<file path="src/rtl/pll_seq_pkg.sv">
// Shared types and sizing helpers for the PLL lock sequencer.
package pll_seq_pkg;

    typedef enum logic [2:0] {
        RESET_HOLD,
        WAIT_LOCK,
        STABLE,
        RUN,
        FAULT
    } state_e;

    // Width of the shared cycle counter: enough bits for the longest wait.
    function automatic int cnt_width(input int a, input int b, input int c);
        int m;
        m = a;
        if (b > m) m = b;
        if (c > m) m = c;
        return (m < 2) ? 1 : $clog2(m);
    endfunction

endpackage

</file>
<file path="src/rtl/sync_2ff.sv">
// Reset-clearable two-flop synchronizer for asynchronous status inputs.
module sync_2ff (
    input  logic clk,
    input  logic rst_n,
    input  logic d,
    output logic q
);

    logic meta;

    // NOTE: flops are written with non-blocking assignments so every stage samples its pre-edge input.
    always_ff @(posedge clk or negedge rst_n) begin
        if (!rst_n) begin
            meta <= 1'b0;
            q    <= 1'b0;
        end else begin
            meta <= d;
            q    <= meta;
        end
    end

endmodule

</file>
<file path="src/rtl/pll_lock_sequencer.sv">
// PLL reset/lock supervisor: holds the PLL in reset, qualifies lock, and gates the system reset.
module pll_lock_sequencer
    import pll_seq_pkg::*;
#(
    parameter int RST_HOLD_CYCLES     = 500,
    parameter int LOCK_TIMEOUT_CYCLES = 50000,
    parameter int LOCK_STABLE_CYCLES  = 1024,
    parameter int MAX_RETRIES         = 7
) (
    input  logic                               refclk,
    input  logic                               rst_n,
    input  logic                               pll_locked,
    input  logic                               relock_req,
    output logic                               pll_rst,
    output logic                               sys_rst_n,
    output logic                               ready,
    output logic                               fault,
    output logic [$clog2(MAX_RETRIES+1)-1:0]   retry_count,
    output logic [7:0]                         lock_lost_cnt
);

    localparam int CW = cnt_width(RST_HOLD_CYCLES, LOCK_TIMEOUT_CYCLES, LOCK_STABLE_CYCLES);
    localparam int RW = $clog2(MAX_RETRIES + 1);

    localparam logic [CW-1:0] HOLD_LAST    = CW'(RST_HOLD_CYCLES - 1);
    localparam logic [CW-1:0] TIMEOUT_LAST = CW'(LOCK_TIMEOUT_CYCLES - 1);
    localparam logic [CW-1:0] STABLE_LAST  = CW'(LOCK_STABLE_CYCLES - 1);
    localparam logic [RW-1:0] RETRY_MAX    = RW'(MAX_RETRIES);

    state_e        state_q, state_d;
    logic [CW-1:0] cnt_q, cnt_d;
    logic [RW-1:0] retry_d;
    logic [7:0]    lost_d;
    logic          locked_s;

    sync_2ff u_lock_sync (
        .clk   (refclk),
        .rst_n (rst_n),
        .d     (pll_locked),
        .q     (locked_s)
    );

    // NOTE: every signal gets a default before the case so no path leaves it unassigned (no latches).
    always_comb begin
        state_d = state_q;
        cnt_d   = cnt_q + CW'(1);
        retry_d = retry_count;
        lost_d  = lock_lost_cnt;

        if (relock_req) begin
            state_d = RESET_HOLD;
            retry_d = '0;
        end else begin
            unique case (state_q)
                RESET_HOLD: if (cnt_q == HOLD_LAST) state_d = WAIT_LOCK;
                WAIT_LOCK: begin
                    // A lock seen on the timeout cycle still wins over a retry.
                    if (locked_s) begin
                        state_d = STABLE;
                    end else if (cnt_q == TIMEOUT_LAST) begin
                        if (retry_count == RETRY_MAX) begin
                            state_d = FAULT;
                        end else begin
                            retry_d = retry_count + RW'(1);
                            state_d = RESET_HOLD;
                        end
                    end
                end
                STABLE: begin
                    if (!locked_s)                 state_d = WAIT_LOCK;
                    else if (cnt_q == STABLE_LAST) state_d = RUN;
                end
                RUN: begin
                    if (!locked_s) begin
                        if (lock_lost_cnt != 8'hFF) lost_d = lock_lost_cnt + 8'd1;
                        state_d = RESET_HOLD;
                    end
                end
                FAULT:   state_d = FAULT;
                default: state_d = RESET_HOLD;
            endcase
        end

        // Any entry, including a relock re-entering RESET_HOLD, restarts the shared counter.
        if (state_d != state_q || relock_req) cnt_d = '0;
    end

    always_ff @(posedge refclk or negedge rst_n) begin
        if (!rst_n) begin
            state_q       <= RESET_HOLD;
            cnt_q         <= '0;
            retry_count   <= '0;
            lock_lost_cnt <= 8'd0;
            pll_rst       <= 1'b1;
            sys_rst_n     <= 1'b0;
            ready         <= 1'b0;
            fault         <= 1'b0;
        end else begin
            state_q       <= state_d;
            cnt_q         <= cnt_d;
            retry_count   <= retry_d;
            lock_lost_cnt <= lost_d;
            pll_rst       <= (state_d == RESET_HOLD) || (state_d == FAULT);
            sys_rst_n     <= (state_d == RUN);
            ready         <= (state_d == RUN);
            fault         <= (state_d == FAULT);
        end
    end

endmodule

</file>
<file path="config.mk">
export PLATFORM = sky130hd
export DESIGN_NAME = pll_lock_sequencer
export DESIGN_NICKNAME = d
export VERILOG_FILES = /design/src/rtl/pll_seq_pkg.sv /design/src/rtl/sync_2ff.sv /design/src/rtl/pll_lock_sequencer.sv
export SDC_FILE = /design/constraint.sdc
export NUM_CORES = 1
export LEC_CHECK = 0
export ABC_AREA = 1
export BUFFER_PORTS_ARGS = -buffer_cell sky130_fd_sc_hd__buf_2
export CAP_MARGIN = 20
export CORE_MARGIN = 2
export CORE_UTILIZATION = 55
export DETAILED_ROUTE_END_ITERATION = 16
export PLACE_DENSITY = 0.81
export SYNTH_ARGS = -nofsm -noshare
export SYNTH_HDL_FRONTEND = slang
export SYNTH_SLANG_ARGS = --single-unit
</file>
<file path="constraint.sdc">
create_clock -name refclk -period 2.15 [get_ports refclk]
set_input_delay 0.3225 -clock refclk [delete_from_list [all_inputs] [get_ports refclk]]
set_output_delay 0.3225 -clock refclk [all_outputs]
set_load 0.01 [all_outputs]
</file>
==> run metrics <==
result of the run complete, no violations; cts bufs inserted 5; average cell area after synthesis slightly above 9 um2; nets 241; Worst IR Drop VDD 0.3578 mV; part of the total power dissipated in the clock network 0.387; minimum period implied by the final worst setup slack 1946 ps; initial antenna violation count 0; GR met3 Demand/Resource 0.06126; total number of placement rows 21; worst rel slew slack 0.5138; Crit Path Max Fanout 16; post-CTS setup buffer count 0; arrival time reported for the critical path endpoint roughly 2200 ps; met2 track demand over resource 0.3019; aggregate routed wire length 3.269 mm; post-synthesis cell type with the largest combined area sky130_fd_sc_hd__dfrtp_1; Post-Route Skew 18.12 ps; total grt overflow 0; number of global-route vias before repair 1,357; maximum number of pins on one net before global-route repair 36; Ant. Diodes 0; Clock Sink Count 35; detail-routed net length per standard cell between 10 and 15 um; data required time at the worst endpoint 2360 ps; sequential share of power 0.558; number of pins exceeding their max-slew limit in the final report 0; via count 1,390; Resize count post-CTS 0; Hold Vio Cnt, Final 0; floorplan die area 3959 um2; Yosys top cell area share 0.4456; first-pass GRT wire length 5.699 mm; number of nets in the synthesized netlist 218; Setup-failing EPs final 0; clock latency of the later-clocked register in the worst-skew pair approximately 340 ps; Critical Path Source Type register; Crit path top cell by count sky130_fd_sc_hd__nand2_1; number of warnings issued by yosys 0; count of unresolved DRC violations after routing 0; root buffer selected by CTS sky130_fd_sc_hd__clkbuf_4; cell with the largest stage delay on the worst path sky130_fd_sc_hd__dfrtp_1; clock tree from TritonCTS built; area of the core 3337 um2; endpoint kind of the worst setup timing path register; Leakage Power around 1 nW; maximum frequency from static timing analysis approximately 0.5 GHz; # placed instances roughly 270; CTS Buffer Depth 2; Hold/Removal Path Class in -> async; clock slew seen by the registers of the worst setup and hold paths 120 ps; unrepaired setup endpoints after global routing no; First-pass DRT Iterations 5; Layout Cells excl Fill 280; number of flip-flops and latches in the synthesized netlist 35; number of maximum-capacitance violations 0; share of synthesized area occupied by flip-flops and latches 0.4594; period utilization 0.9052; post-route antenna net violation count 0; aggregate negative setup slack 0 ps; global-route met1 utilization 0.2226; number of H-tree branching levels 2; total I/O pin count 19; delay of the slowest cell on the worst path about 380 ps; worst slew pin tran 729.3 ps; x dimension of the die 62.92 um; CP Class reg -> reg; count of unique library cells instantiated by Yosys 27; Net Sw Frac 0.2324; ranking of synthesized cells by area sky130_fd_sc_hd__dfrtp_1 (45%), sky130_fd_sc_hd__nand2_1 (7.1%), sky130_fd_sc_hd__nor2_4 (7.1%); leading cell type in the layout, fill and taps excluded sky130_fd_sc_hd__nand2_1; highest-count cells in the layout ignoring fill and taps sky130_fd_sc_hd__nand2_1 (36), sky130_fd_sc_hd__dfrtp_1 (34), sky130_fd_sc_hd__nor2_1 (26); dpl hpwl ~2.4 mm; Via-to-Cell Ratio 4.964; critical path cell sequence ha_1 -> nand3_4 -> nor2_4 -> nand2_1 -> nand2_1 -> nand2_1 -> nand2_1 -> nand2_2 -> nand2_1 -> nand2_2 -> nand2_4 -> nor2_1; logic depth of the worst register-to-register path 12; DRC violation total after the first TritonRoute iteration 43; synthesized area 1909 um2; Most Used Layer, Global Route met2; layout cells sized above 1 0.2179; Initial Utilization 0.5722; total routing resource utilization after global routing 0.1862; gate count of the mapped netlist 210; combinational group share of total power 0.055; worst slack on hold paths 22.71 ps; routability congestion estimate from global placement 0.8128; power per cell area between 500 and 600 nW/um2; Port-buffer cells 18; Die Height about 63 um; P_sw 282.8 uW; hold-fix buffer count after cts 0; growth of design area from synthesis to finish 10.55%; internal portion of total power 934.2 uW
flip-flops by register name, indices dropped and copies added (netlist names):
name and count:
pll_rst 1, state_q 3, u_lock_sync.meta 1, retry_count 3, u_lock_sync.q 1, cnt_q 16, fault 1, lock_lost_cnt 8
ready 1
area by class of cell:
type	instances	area, um2
Inverter	24	90.09
Timing Repair Buffer	18	90.09
Sequential cell	35	877.1
Tap cell	46	57.56
Fill cell	306	1226
Multi-Input combinational cell	149	914.6
Clock inverter	3	43.79
Clock buffer	5	37.54
synth_stat cells:
cell type / n
sky130_fd_sc_hd__nor2_4: 12
sky130_fd_sc_hd__dfstp_2: 1
sky130_fd_sc_hd__nand2_1: 36
sky130_fd_sc_hd__and2_2: 2
sky130_fd_sc_hd__nand4_1: 7
sky130_fd_sc_hd__a21oi_4: 1
sky130_fd_sc_hd__nor3_1: 4
sky130_fd_sc_hd__ha_1: 4
sky130_fd_sc_hd__nor2_2: 1
sky130_fd_sc_hd__nor4_1: 3
sky130_fd_sc_hd__xor2_1: 12
sky130_fd_sc_hd__dfrtp_1: 34
sky130_fd_sc_hd__nand2_4: 1
sky130_fd_sc_hd__xnor2_1: 9
sky130_fd_sc_hd__a211oi_1: 1
sky130_fd_sc_hd__buf_4: 1
sky130_fd_sc_hd__inv_1: 24
sky130_fd_sc_hd__o21ai_0: 4
sky130_fd_sc_hd__nor2_1: 26
sky130_fd_sc_hd__buf_12: 1
sky130_fd_sc_hd__or2_2: 1
sky130_fd_sc_hd__o211ai_1: 1
sky130_fd_sc_hd__nand3_4: 1
sky130_fd_sc_hd__a21oi_1: 3
sky130_fd_sc_hd__nand2_2: 5
sky130_fd_sc_hd__nand3_1: 14
sky130_fd_sc_hd__a31oi_1: 1
path summary, 6_finish.rpt:
kind | start | end | slack (ps)
max in group asynchronous | rst_n | cnt_q[5] | 1650
min reg2reg | u_lock_sync.meta | u_lock_sync.q | 370
min in group refclk | pll_locked | u_lock_sync.meta | 80
max | cnt_q[0] | cnt_q[1] | 200
max reg2reg | cnt_q[0] | cnt_q[1] | 200
min | rst_n | cnt_q[4] | 20
per-layer routing:
layer / wire length (um) / share of wire
met5: 0 / 0
met1: 1556 / 0.48
met4: 63 / 0.019
met2: 1511 / 0.46
met3: 137 / 0.042
metrics by stage:
step	cell area [um2]	util	worst slack, ps	total power, mW
floorplan	1909	-	454.7	0.7346
global placement	2029	0.6082	315.7	0.7573
detailed placement	2029	0.6082	235.6	0.7607
CTS	2111	0.6325	192.3	1.237
global route	2111	0.6325	10.96	1.275
finish	2111	0.6325	203.9	1.217
cell families (layout without fill, tap and decap cells):
group	count (synthesis)	count (layout)	synth area share
XOR/XNOR	21	21	0.09633
AND/OR/NAND/NOR	113	113	0.3185
AO/OA/AOI/OAI	11	11	0.03801
buffers and inverters	26	50	0.06160
adder cells (fa/ha/maj)	4	4	0.02621
flip-flops	35	35	0.4594
critical path, delay by kind of cell, from the launching register on:
| kind | cells | cell delay [ps] |
|---|---|---|
| DFF | 1 | 380 |
| adders and majority gates | 1 | 260 |
| and+or+nand+nor | 11 | 1190 |
power by group through the flow:
stage | Clock [mW] | Sequential, mW | Combinational (mW)
after floorplan | 0 | 0.694 | 0.0406
after global placement | 0 | 0.691 | 0.0659
after detailed placement | 0 | 0.692 | 0.0686
after CTS | 0.489 | 0.679 | 0.0688
after global routing | 0.517 | 0.680 | 0.0780
final | 0.471 | 0.679 | 0.0667
Note: power is estimated with default switching activity, not from simulation.
